<file path="src/rtl/cpu_pkg.sv">
// Shared CPU definitions: instruction width, opcodes, field helpers, fetch states.
// Latency: none (types and constants only).
// Backpressure: not applicable.
package cpu_pkg;

    localparam int INST_W = 16;

    localparam logic [3:0] OP_ADD = 4'h0;
    localparam logic [3:0] OP_SUB = 4'h1;
    localparam logic [3:0] OP_HLT = 4'hD;
    localparam logic [3:0] OP_JMP = 4'hE;
    localparam logic [3:0] OP_LDI = 4'hF;

    typedef enum logic [1:0] {
        IDLE = 2'd0,
        LOAD = 2'd1,
        RUN  = 2'd2,
        HALT = 2'd3
    } fetch_state_t;

    function automatic logic [3:0] op_of(input logic [INST_W-1:0] w);
        return w[15:12];
    endfunction

    function automatic logic [3:0] rd_of(input logic [INST_W-1:0] w);
        return w[11:8];
    endfunction

    function automatic logic [3:0] rs1_of(input logic [INST_W-1:0] w);
        return w[7:4];
    endfunction

    function automatic logic [3:0] rs2_of(input logic [INST_W-1:0] w);
        return w[3:0];
    endfunction

    function automatic logic [7:0] imm_of(input logic [INST_W-1:0] w);
        return w[7:0];
    endfunction

endpackage

</file>
<file path="src/rtl/prog_ram.sv">
// Program RAM: one synchronous write port, one asynchronous read port.
// Latency: write lands on the next edge; read is combinational.
// Backpressure: none, always accepts a write.
module prog_ram
    import cpu_pkg::*;
#(
    parameter int ADDR_W = 8
) (
    input  logic              clk,
    input  logic              we,
    input  logic [ADDR_W-1:0] waddr,
    input  logic [INST_W-1:0] wdata,
    input  logic [ADDR_W-1:0] raddr,
    output logic [INST_W-1:0] rdata
);

    localparam int DEPTH = 2**ADDR_W;

    logic [INST_W-1:0] mem [DEPTH];

    // Storage is never reset so a program survives rst/clear until rewritten.
    always_ff @(posedge clk) begin
        if (we) begin
            mem[waddr] <= wdata;
        end
    end

    assign rdata = mem[raddr];

endmodule

</file>
<file path="src/rtl/inst_fetch.sv">
// Instruction fetch: loads a program, then issues one word per cycle handling JMP/HLT.
// Latency: first word valid on the 2nd edge after start; then one word per cycle.
// Backpressure: load_ready low outside IDLE/LOAD or when RAM is full; stall holds issue.
module inst_fetch
    import cpu_pkg::*;
#(
    parameter int ADDR_W = 8
) (
    input  logic              clk,
    input  logic              rst,
    input  logic              load_valid,
    output logic              load_ready,
    input  logic [INST_W-1:0] load_data,
    input  logic              load_last,
    input  logic              start,
    input  logic              clear,
    input  logic              stall,
    output logic [INST_W-1:0] inst,
    output logic              inst_valid,
    output logic [ADDR_W-1:0] pc,
    output logic              halted
);

    localparam int DEPTH = 2**ADDR_W;
    localparam logic [ADDR_W:0] DEPTH_C = (ADDR_W+1)'(DEPTH);
    localparam logic [ADDR_W:0] LAST_C  = (ADDR_W+1)'(DEPTH - 1);

    fetch_state_t      state_q, state_d;
    logic [ADDR_W-1:0] pc_q, pc_d;
    logic [ADDR_W:0]   wptr_q, wptr_d;
    logic [ADDR_W:0]   prog_len_q, prog_len_d;
    logic [INST_W-1:0] inst_q, inst_d;
    logic              inst_valid_q, inst_valid_d;
    logic [INST_W-1:0] fetch_word;
    logic              beat;

    // wptr is one bit wider than the address so "full" is representable.
    assign load_ready = ((state_q == IDLE) || (state_q == LOAD)) && (wptr_q < DEPTH_C);
    assign beat       = load_valid && load_ready;

    prog_ram #(
        .ADDR_W (ADDR_W)
    ) u_prog_ram (
        .clk   (clk),
        .we    (beat && !clear && !rst),
        .waddr (wptr_q[ADDR_W-1:0]),
        .wdata (load_data),
        .raddr (pc_q),
        .rdata (fetch_word)
    );

    // Next-state logic: clear beats a load beat, a load beat beats start.
    always_comb begin
        state_d      = state_q;
        pc_d         = pc_q;
        wptr_d       = wptr_q;
        prog_len_d   = prog_len_q;
        inst_d       = inst_q;
        inst_valid_d = inst_valid_q;

        if (clear) begin
            state_d      = IDLE;
            wptr_d       = '0;
            prog_len_d   = '0;
            pc_d         = '0;
            inst_valid_d = 1'b0;
        end else if (beat) begin
            wptr_d  = wptr_q + 1'b1;
            state_d = LOAD;
            if (load_last || (wptr_q == LAST_C)) begin
                prog_len_d = wptr_q + 1'b1;
                state_d    = IDLE;
            end
        end else if (start && ((state_q == IDLE) || (state_q == HALT))) begin
            if (prog_len_q == '0) begin
                state_d = HALT;
            end else begin
                state_d      = RUN;
                pc_d         = '0;
                inst_valid_d = 1'b0;
            end
        end else if ((state_q == RUN) && !stall) begin
            // End-of-program check comes before decoding so a wrapped or
            // out-of-range pc never issues a stale RAM word.
            if ({1'b0, pc_q} >= prog_len_q) begin
                state_d      = HALT;
                inst_valid_d = 1'b0;
            end else if (op_of(fetch_word) == OP_HLT) begin
                state_d      = HALT;
                inst_valid_d = 1'b0;
            end else if (op_of(fetch_word) == OP_JMP) begin
                pc_d         = ADDR_W'(imm_of(fetch_word));
                inst_valid_d = 1'b0;
            end else begin
                inst_d       = fetch_word;
                inst_valid_d = 1'b1;
                pc_d         = pc_q + 1'b1;
            end
        end
    end

    // State and issue registers with synchronous reset.
    always_ff @(posedge clk) begin
        if (rst) begin
            state_q      <= IDLE;
            pc_q         <= '0;
            wptr_q       <= '0;
            prog_len_q   <= '0;
            inst_q       <= '0;
            inst_valid_q <= 1'b0;
        end else begin
            state_q      <= state_d;
            pc_q         <= pc_d;
            wptr_q       <= wptr_d;
            prog_len_q   <= prog_len_d;
            inst_q       <= inst_d;
            inst_valid_q <= inst_valid_d;
        end
    end

    assign inst       = inst_q;
    assign inst_valid = inst_valid_q;
    assign pc         = pc_q;
    assign halted     = (state_q == HALT);

endmodule

</file>
<file path="config.mk">
export PLATFORM = sky130hd
export DESIGN_NAME = inst_fetch
export DESIGN_NICKNAME = d
export VERILOG_FILES = /design/src/rtl/cpu_pkg.sv /design/src/rtl/prog_ram.sv /design/src/rtl/inst_fetch.sv
export SDC_FILE = /design/constraint.sdc
export NUM_CORES = 2
export LEC_CHECK = 0
export ABC_AREA = 1
export BUFFER_PORTS_ARGS = -buffer_cell sky130_fd_sc_hd__buf_2
export CORE_MARGIN = 3
export CORE_UTILIZATION = 35
export CTS_BUF_LIST = sky130_fd_sc_hd__clkbuf_4
export DETAILED_ROUTE_END_ITERATION = 16
export SLEW_MARGIN = 20
export SYNTH_ARGS = -nofsm -noshare
export SYNTH_HDL_FRONTEND = slang
export SYNTH_SLANG_ARGS = --single-unit
</file>
<file path="constraint.sdc">
create_clock -name clk -period 3.1 [get_ports clk]
set_input_delay 0.31 -clock clk [delete_from_list [all_inputs] [get_ports clk]]
set_output_delay 0.31 -clock clk [all_outputs]
set_load 0.005 [all_outputs]
</file>
==> run metrics <==
Mapped Nets=13200; pins over their slew limit=0; area post-placement=183000 um^2; Post-synth EDFFs=4096; min-delay src=clear; critical path fanouts, max=16; I/O pin count=50; Die X=695 um; die height=695 um; Initial Util=0.352; slowest CP cell=dfxtp_4; dpl cells=19800; Worst-path clk slew=0.06 ns; Worst Reg-to-Reg Cells=22; Most used DFF post-synth=edfxtp_1; drt wl/cell=24.9 um; critical path startpoint category=flip-flop; first-pass GRT wire length=773 mm; row count=252; IO Port Bufs=49; clk sinks=4149; Storage cell area=124000 um^2; final RePlAce weighted congestion=0.922; Max Cap Viol=0; #FFs+latches synth=4149; synth cell count leaders=edfxtp_1 (4096), nand2_1 (2474), nand3_1 (2146); endpoint type of the worst setup path=flip-flop; Final Skew=0.228 ns; WL final=542 mm; largest area contributor in the netlist=edfxtp_1; synthesized area=166000 um^2; CTS H-Tree Depth=7; CP Cell Sequence=buf_12 -> clkinv_16 -> buf_16 -> buf_6 -> nand3_1 -> nand3_1 -> nand3_1 -> nand3_2 -> nand3_4 -> nand3_4 -> buf_6 -> nand2_2 -> nand2_1 -> nand2_4 -> nand2_4 -> nor2_4 -> buf_4 -> clkbuf_16 -> a21oi_2 -> nor2_1 -> nor2_1 -> nor2_1; Mapped Cells=13200; Final ANT Viol Nets=0; Layout area overhead=22.0%; HP Class=primary input to flip-flop; sequential share of power=0.535; clk buf depth=5; total power=115 mW; final hold vios=0; vias per cell=5.45; Sw Share=0.233; yosys warns=0; largest net degree at the start of global routing=100; f_max=299 MHz; HPWL Detailed=321 mm; initial antenna violation count=27; violated checks=negative setup slack; ranking of synthesized cells by area=edfxtp_1 (74%), nand3_1 (6.5%), nand2_1 (5.6%); DIE AREA=483000 um^2; flop2flop setup slack=-0.24 ns; ys async rst share=0; Avg Synthesized Cell Area=12.6 um^2; Netlist cell types=41; GRT Residual Overflow=0; share of cells above drive strength 1=0.226; Root Driver=clkbuf_4; RSZ-0062 raised after global routing=yes; post-route cell area=203000 um^2; Logic pwr share=0.061; Crit Path Category=flip-flop to flip-flop; Req. time, crit path=4.65 ns; Hold Path Depth=7; CTS tree=done; Multi-input gate area=39200 um^2; hold_ws=0.193 ns; worst vdd ir=0.419 mV; fin crit period=3.34 ns; initial drt markers=14400; Layout Nets=14900; total CTS buffers=1131; Max stage delay on crit path=0.38 ns; NetSw=26.8 mW; Skew-Pair Late Insertion Delay=1.75 ns; Fillers=43200; via count=119000; Critical Path AT=4.89 ns; final period utilization=1.08; final std cells w/o fill=21700; Tightest Pin Transition=0.866 ns; Setup WS post-layout=-0.245 ns; Int Pwr=88.3 mW; delay-heaviest family, CP=simple AND/OR/NAND/NOR gates; Pre-antenna DRT Iters=9; Total GRT Usage=0.218; Max-slew headroom=0.423; Worst Path Buf+Inv=7; most frequent cell after synthesis=edfxtp_1; number of global-route vias before repair=113000; clock network power share=0.403; run status=finished, violations left; core box area=472000 um^2; Power Density=568 nW/um^2; post-synthesis sequential area ratio=0.747; leakage power=70.9 nW; Synth top area share=0.741; # DRC=0; final setup vio count=1567
cells in the final DEF, fill, tap and decap left out, types with 11 or more instances in the layout:
| cell type | netlist | routed |
|---|---|---|
| a21oi_1 | 26 | 22 |
| edfxtp_1 | 4096 | 4096 |
| inv_1 | 62 | 59 |
| bufinv_16 | 0 | 14 |
| nor2_2 | 2 | 53 |
| nand2_2 | 1 | 36 |
| nor2_1 | 1520 | 1461 |
| buf_6 | 27 | 76 |
| o21ai_0 | 1119 | 1055 |
| nand3_4 | 0 | 57 |
| nand3_2 | 1 | 210 |
| clkbuf_16 | 0 | 27 |
| nand2_1 | 2474 | 2430 |
| o221ai_2 | 0 | 11 |
| nand3_1 | 2146 | 1880 |
| clkinv_1 | 2 | 132 |
| dfxtp_1 | 53 | 42 |
| dlygate4sd3_1 | 0 | 51 |
| o21ai_2 | 0 | 12 |
| ha_1 | 18 | 18 |
| buf_2 | 418 | 33 |
| clkbuf_4 | 0 | 1592 |
| buf_8 | 1 | 26 |
| bufbuf_16 | 0 | 17 |
| o21ai_1 | 76 | 128 |
| buf_4 | 135 | 828 |
| diode_2 | 0 | 18 |
| buf_16 | 0 | 67 |
| o221ai_1 | 280 | 269 |
| o22ai_1 | 313 | 309 |
| clkinv_2 | 0 | 11 |
| buf_12 | 1 | 342 |
| inv_2 | 2 | 21 |
power by group through the flow:
stage / sequential, mW / combinational (mW) / clock (mW)
final: 61.6 / 7.04 / 46.4
after global routing: 61.6 / 7.37 / 50.4
after CTS: 61.6 / 6.56 / 47.2
after detailed placement: 62.8 / 6.09 / 0
after global placement: 62.8 / 6.06 / 0
after floorplan: 62.8 / 2.45 / 0
worst min-delay path, delay by kind of cell:
| family | cells | cell delay, ns |
|---|---|---|
| AND/OR/NAND/NOR | 3 | 0.18 |
| buffers and inverters | 4 | 1.42 |
metrics by stage:
step           TNS, ns  setup WS (ns)   util
2_1_floorplan   -26.74         -0.117      -
4_1_cts          -5.92         -0.256  0.423
3_3_place_gp    -28.68         -0.856  0.389
3_5_place_dp    -28.06         -0.854  0.389
6_report       -119.25         -0.245  0.430
5_1_grt        -135.78         -0.393  0.430
flip-flops by register name (all words and copies together) (netlist names), named ones only:
| signal | cells |
|---|---|
| inst_valid | 1 |
| pc | 8 |
| wptr_q | 9 |
| inst | 16 |
| state_q | 2 |
| prog_len_q | 9 |
| u_prog_ram.mem | 4096 |
cell families (layout without fill, tap and decap cells):
group	after synthesis	count (layout)	synth area share
buf+inv	1015	3309	0.0306
other cells	0	18	0
flops	4149	4149	0.747
fa+ha+maj	18	18	0.00136
simple gates	6175	6176	0.156
xor+xnor	7	7	0.000369
compound gates	1832	1832	0.0642
routing by layer:
metal  vias to the layer above  part of all wire  wire, um  track usage
met3                      1148             0.097     52800       0.0493
li1                      52200                 -         -            -
met4                         8             0.048     26000        0.113
met2                      6413              0.46    250000        0.334
met1                     58700              0.39    213000        0.288
met5                         -           0.00040       217            0
worst max path at each step:
stage / cells past startpoint / slack (ns) / to
2_1_floorplan: 10 / -0.12 / u_prog_ram.mem[204][0]
3_3_place_gp: 21 / -0.86 / flip-flop
3_5_place_dp: 21 / -0.85 / pc[2]
4_1_cts: 24 / -0.26 / inst[15]
5_1_grt: 23 / -0.39 / flip-flop
6_report: 22 / -0.24 / flip-flop
layout make-up:
type	instances	area share
Sequential cell	4149	0.612
Multi-Input combinational cell	8033	0.194
Timing Repair Buffer	1467	0.0891
Clock buffer	1592	0.0590
Tap cell	6223	0.0384
Clock inverter	180	0.00533
Inverter	68	0.00165
Antenna cell	18	0.000222
Timing Repair inverter	2	0.000124
repair_timing:
item                                    in CTS  in global routing
pin swaps                                   15                107
hold endpoints to repair                  5461                  0
setup buffers                               29                 45
resized for setup                          239                449
hold buffers                                67                  0
gates cloned                                29                 30
endpoints found under the setup margin     159               1973
No activity file was read; power rests on OpenSTA's default activity.
